[src/rtl/ikaz_zamanlayici.sv]
// Cabin buzzer scheduler: turns seat-belt and door warning levels into timed beep/silence
// patterns, door first, with a beep budget for the seat belt. Optional mute input: IKAZ_SUSTURMA_EN.
module ikaz_zamanlayici #(
  parameter int BIP_SURESI    = 4,
  parameter int SESSIZ_SURESI = 4,
  parameter int TEKRAR_SAYISI = 3
) (
  input  logic       clk,
  input  logic       rst,
  input  logic       motor_durumu,
  input  logic       emniyet_kemeri_ikaz,
  input  logic       kapi_ikaz,
`ifdef IKAZ_SUSTURMA_EN
  input  logic       sustur,
`endif
  output logic       buzzer,
  output logic [1:0] aktif_kaynak,
  output logic       kemer_bitti,
  output logic [1:0] durum_dbg
);

  typedef enum logic [1:0] {
    BOSTA  = 2'd0,
    BIP    = 2'd1,
    SESSIZ = 2'd2
  } durum_t;

  localparam logic [1:0] KAYNAK_YOK   = 2'b00;
  localparam logic [1:0] KAYNAK_KEMER = 2'b01;
  localparam logic [1:0] KAYNAK_KAPI  = 2'b10;

  localparam int FAZ_MAX = (BIP_SURESI > SESSIZ_SURESI) ? BIP_SURESI : SESSIZ_SURESI;
  localparam int FAZ_W   = $clog2(FAZ_MAX + 1);
  localparam int SAY_W   = $clog2(TEKRAR_SAYISI + 2);

  localparam logic [FAZ_W-1:0] BIP_SON    = FAZ_W'(BIP_SURESI - 1);
  localparam logic [FAZ_W-1:0] SESSIZ_SON = FAZ_W'(SESSIZ_SURESI - 1);
  localparam logic [SAY_W-1:0] SAY_HEDEF  = SAY_W'(TEKRAR_SAYISI);

  durum_t             r_durum;
  logic [1:0]         r_kaynak;
  logic [FAZ_W-1:0]   r_faz;
  logic [SAY_W-1:0]   r_bip_say;
  logic               r_kemer_bitti;
  logic               r_kemer_sus;
  logic               r_kapi_sus;
  logic               r_buzzer;
  logic [1:0]         r_aktif;

  durum_t             w_durum_n;
  logic [1:0]         w_kaynak_n;
  logic [FAZ_W-1:0]   w_faz_n;
  logic [SAY_W-1:0]   w_say_n;
  logic [SAY_W-1:0]   w_say_art;
  logic               w_bitti_n;
  logic               w_kemer_sus_n;
  logic               w_kapi_sus_n;
  logic               w_hakem;
  logic               w_kaynak_istek;
  logic               w_kapi_uygun;
  logic               w_kemer_uygun;
  logic               w_sustur;

`ifdef IKAZ_SUSTURMA_EN
  assign w_sustur = sustur;
`else
  assign w_sustur = 1'b0;
`endif

  assign w_say_art = r_bip_say + SAY_W'(1);

  always_comb begin
    w_durum_n      = r_durum;
    w_kaynak_n     = r_kaynak;
    w_faz_n        = r_faz;
    w_say_n        = r_bip_say;
    w_bitti_n      = r_kemer_bitti;
    w_kemer_sus_n  = r_kemer_sus;
    w_kapi_sus_n   = r_kapi_sus;
    w_hakem        = 1'b0;
    w_kapi_uygun   = 1'b0;
    w_kemer_uygun  = 1'b0;
    w_kaynak_istek = (r_kaynak == KAYNAK_KAPI) ? kapi_ikaz : emniyet_kemeri_ikaz;

    if (!motor_durumu) begin
      w_durum_n     = BOSTA;
      w_kaynak_n    = KAYNAK_YOK;
      w_faz_n       = '0;
      w_say_n       = '0;
      w_bitti_n     = 1'b0;
      w_kemer_sus_n = 1'b0;
      w_kapi_sus_n  = 1'b0;
    end else begin
      if (r_durum != BOSTA && w_sustur) begin
        if (r_kaynak == KAYNAK_KAPI) w_kapi_sus_n = 1'b1;
        else                         w_kemer_sus_n = 1'b1;
        w_durum_n  = BOSTA;
        w_kaynak_n = KAYNAK_YOK;
        w_faz_n    = '0;
      end else if (r_durum != BOSTA && !w_kaynak_istek) begin
        w_durum_n  = BOSTA;
        w_kaynak_n = KAYNAK_YOK;
        w_faz_n    = '0;
      end else begin
        unique case (r_durum)
          BOSTA: w_hakem = 1'b1;
          BIP: begin
            if (r_faz == BIP_SON) begin
              w_durum_n = SESSIZ;
              w_faz_n   = '0;
            end else begin
              w_faz_n = r_faz + FAZ_W'(1);
            end
          end
          SESSIZ: begin
            if (r_faz == SESSIZ_SON) begin
              // Budget is charged when the silence ends, so the final beep is heard in full.
              if (r_kaynak == KAYNAK_KEMER && TEKRAR_SAYISI != 0) begin
                w_say_n = w_say_art;
                if (w_say_art == SAY_HEDEF) w_bitti_n = 1'b1;
              end
              w_hakem = 1'b1;
            end else begin
              w_faz_n = r_faz + FAZ_W'(1);
            end
          end
          default: begin
            w_durum_n  = BOSTA;
            w_kaynak_n = KAYNAK_YOK;
            w_faz_n    = '0;
          end
        endcase
      end

      // Uses the updated budget flag so an exhausted seat belt cannot start a fourth beep.
      w_kapi_uygun  = kapi_ikaz && !r_kapi_sus;
      w_kemer_uygun = emniyet_kemeri_ikaz && !r_kemer_sus && !w_bitti_n;

      if (w_hakem) begin
        w_faz_n = '0;
        if (w_kapi_uygun) begin
          w_durum_n  = BIP;
          w_kaynak_n = KAYNAK_KAPI;
        end else if (w_kemer_uygun) begin
          w_durum_n  = BIP;
          w_kaynak_n = KAYNAK_KEMER;
        end else begin
          w_durum_n  = BOSTA;
          w_kaynak_n = KAYNAK_YOK;
        end
      end

      if (!emniyet_kemeri_ikaz) begin
        w_say_n       = '0;
        w_bitti_n     = 1'b0;
        w_kemer_sus_n = 1'b0;
      end
      if (!kapi_ikaz) w_kapi_sus_n = 1'b0;
    end
  end

  always_ff @(posedge clk) begin
    if (rst) begin
      r_durum       <= BOSTA;
      r_kaynak      <= KAYNAK_YOK;
      r_faz         <= '0;
      r_bip_say     <= '0;
      r_kemer_bitti <= 1'b0;
      r_kemer_sus   <= 1'b0;
      r_kapi_sus    <= 1'b0;
      r_buzzer      <= 1'b0;
      r_aktif       <= KAYNAK_YOK;
    end else begin
      r_durum       <= w_durum_n;
      r_kaynak      <= w_kaynak_n;
      r_faz         <= w_faz_n;
      r_bip_say     <= w_say_n;
      r_kemer_bitti <= w_bitti_n;
      r_kemer_sus   <= w_kemer_sus_n;
      r_kapi_sus    <= w_kapi_sus_n;
      r_buzzer      <= (w_durum_n == BIP);
      r_aktif       <= (w_durum_n == BOSTA) ? KAYNAK_YOK : w_kaynak_n;
    end
  end

  assign buzzer       = r_buzzer;
  assign aktif_kaynak = r_aktif;
  assign kemer_bitti  = r_kemer_bitti;
  assign durum_dbg    = r_durum;

endmodule

[config.mk]
export PLATFORM = sky130hd
export DESIGN_NAME = ikaz_zamanlayici
export DESIGN_NICKNAME = d
export VERILOG_FILES = /design/src/rtl/ikaz_zamanlayici.sv
export SDC_FILE = /design/constraint.sdc
export NUM_CORES = 1
export LEC_CHECK = 0
export CAP_MARGIN = 20
export CORE_MARGIN = 5
export CORE_UTILIZATION = 46
export CTS_CLUSTER_SIZE = 10
export DETAILED_ROUTE_END_ITERATION = 7
export GPL_ROUTABILITY_DRIVEN = 0
export GPL_TIMING_DRIVEN = 1
export PLACE_DENSITY = 0.72
export SYNTH_ARGS = -nofsm -noshare
export SYNTH_HDL_FRONTEND = slang
export SYNTH_SLANG_ARGS = --single-unit
[constraint.sdc]
create_clock -name clk -period 1.7 [get_ports clk]
set_input_delay 0.34 -clock clk [delete_from_list [all_inputs] [get_ports clk]]
set_output_delay 0.34 -clock clk [all_outputs]
set_load 0.05 [all_outputs]
==> impl_metrics.py <==
metrics = {
    "run_status": {
        "status": "finished, final reports clean",
    },
    "finish": {
        "post_route_cells_drive_above_1_share": 0.455,
        "fill_cells": 125,
        "post-route-util": 0.726,
        "diodes": 0,
        "area_growth_syn_to_layout_pct": 45.8,
        "post-route-cell-area_sq_um": 1120,
        "layout.nets": 125,
    },
    "sta": {
        "finalHoldViolCount": 0,
        "worst_slack_ps": 48.1,
        "setup_violations": 0,
        "final.period_utilization": 0.972,
        "final_max_slew_viol_count": 0,
        "finalClockSkew_ps": 6.51,
        "fin_hold_ws_ps": 457,
        "post-route-min-period_ps": 1650,
        "tightest_slew_ps": 380,
        "slew_headroom": 0.746,
        "fmax_mhz": 605,
    },
    "grt": {
        "grt_pass1_vias": 674,
        "antenna_found_initial": 0,
        "grt_overflow_total": 0,
        "grtUsageTotal": 0.143,
        "grt_pass1_wl_mm": 2.90,
        "grt_max_degree": 9,
    },
    "run": {
        "max-cap-violations": 0,
    },
    "place": {
        "place_area_sq_um": 961,
        "dpl_worst_slack_ps": -208,
        "hpwl_mm": 1.33,
        "portBuffers": 10,
    },
    "synthesis": {
        "ys_warn_count": 0,
        "synth_top_cells_by_count": "14 x dfxtp_1, 10 x nor2_1, 9 x ha_1, 9 x inv_1, 4 x nand2_1",
        "synth_top_area_cell": "dfxtp_1",
        "synthArstFlopShare": 0,
        "ys_types": 31,
        "syn_area_sq_um": 768,
        "syn_nets": 95,
        "synthTopCellsByArea": "dfxtp_1 36%, ha_1 15%, nor2_1 4.9%",
        "ys_seq_area_frac": 0.365,
        "synthCells": 81,
        "synth_ff_type": "dfxtp_1",
        "synth_top_cell_area_share": 0.365,
        "synth_edf_count": 0,
        "yosysMostFrequentCell": "dfxtp_1",
        "ys_ff_latch": 14,
        "syn_avg_cell_area_sq_um": 9.48,
    },
    "floorplan": {
        "rows": 14,
        "coreArea_sq_um": 1540,
        "pin_count": 11,
        "die_w_um": 50.9,
        "dieArea_sq_um": 2590,
        "die_h_um": 50.9,
        "start_util": 0.498,
    },
    "drt": {
        "drt_iter0_drc": 14,
        "first_pass_iters": 4,
        "post_drt_via_cell_ratio": 5.64,
        "drc_errors": 0,
        "num_vias": 711,
        "routed_wl_mm": 1.90,
        "drtAntennaViolNets": 0,
        "wl_per_cell_um": 15.1,
    },
    "critical_path": {
        "r2r_slack_ps": 50,
        "startpoint_type": "flop",
        "arrival_ps": 1820,
        "worstReg2RegStart": "r_faz[0]",
        "critical_path_peak_fanout": 6,
        "endpoint_kind": "flop",
        "critPathLaunch": "r_faz[0]",
        "crit_type": "flop to flop",
        "worst_ep_required_time_ps": 1870,
    },
    "clock_network": {
        "cts_hold_buf": 0,
        "cts_inserted_buffers": 3,
        "clk_pin_slew_ps": 90,
        "cts_sinks": 14,
        "clock_path_buffers": 2,
        "htree_levels": 1,
        "root_buffer": "clkbuf_4",
        "cts_tree": "built",
        "clk_latency_ps": 280,
    },
    "worst_hold_path": {
        "hold_class": "flop to flop",
        "hp-start": "r_faz[0]",
    },
    "power": {
        "ir_worst_vdd_uv": 574,
        "power_mw": 0.656,
        "power_density_nw_per_um2": 586,
        "leakage_nw": 0.461,
    },
}
[power by group]
group	switching [mW]	internal, mW	total (mW)
Combinational	0.0681	0.0534	0.122
Sequential	0.00495	0.332	0.337
Clock	0.107	0.0908	0.198
[sequential cells by signal, indices dropped and copies added (netlist names)]
register	flops
r_bip_say	3
r_kaynak	2
r_faz	3
buzzer	1
aktif_kaynak	2
kemer_bitti	1
durum_dbg	2
[timing repair]
action,CTS,global route
pin swaps,5,6
resized for setup,12,11
setup endpoints to repair,6,4
hold endpoints to repair,0,0
setup buffers,2,3
[cell usage in the layout (no fill, tap or decap), types with 2 or more instances in the layout]
master,synthesis,layout
nand2_1,4,3
a211oi_2,1,2
ha_1,9,5
nor3_1,2,2
nand2b_1,3,2
inv_2,1,3
nor2_1,10,9
buf_4,0,21
a31oi_1,2,2
inv_1,9,8
dfxtp_2,0,2
ha_4,0,4
clkbuf_4,0,3
nor2b_1,2,2
dfxtp_4,0,2
a21oi_2,1,3
clkdlybuf4s50_1,0,4
xnor2_1,2,2
a211oi_1,3,2
dfxtp_1,14,10
[area by class of cell]
cell class	instances	area, sq um	area share
Inverter	11	41.3	0.0369
Tap cell	16	20.0	0.0179
Timing Repair Buffer	25	198	0.177
Clock buffer	4	26.3	0.0235
Sequential cell	14	290	0.259
Multi-Input combinational cell	56	544	0.486
[worst max-delay path, stage by stage (launching register included)]
cell	delay (ps)
dfxtp_4	370
ha_4	140
ha_4	170
buf_4	120
inv_1	40
a21oi_2	270
a211oi_2	140
a21oi_2	210
nor2_1	70
[through the flow]
stage                     std cells  setup TNS [ps]
after floorplan                  81               0
after global placement          118            -590
after detailed placement        118            -991
after CTS                       123               0
after global routing            126           -80.8
final                           126               0
[logic make-up (layout without fill, tap and decap cells)]
family,after synthesis,in the layout,share of synthesized area
buffers and inverters,11,40,0.0537
flip-flops,14,14,0.365
AND/OR/NAND/NOR,30,30,0.228
XOR/XNOR,3,3,0.0342
AO/OA/AOI/OAI,14,14,0.173
adder cells (fa/ha/maj),9,9,0.147
[metal layers]
metal  global-route usage  part of all wire  up-vias
met1                0.172              0.44      349
li1                     -                 -      342
met3               0.0378             0.039        4
met5                    0                 0        -
met2                0.250              0.51       16
met4               0.0383             0.011        0
[worst paths after layout]
check / cells after the start / to
min: 1 / r_faz[0]
min reg2reg: 1 / r_faz[0]
max: 8 / aktif_kaynak[1]
max reg2reg: 8 / aktif_kaynak[1]
Note: power is estimated with default switching activity, not from simulation.
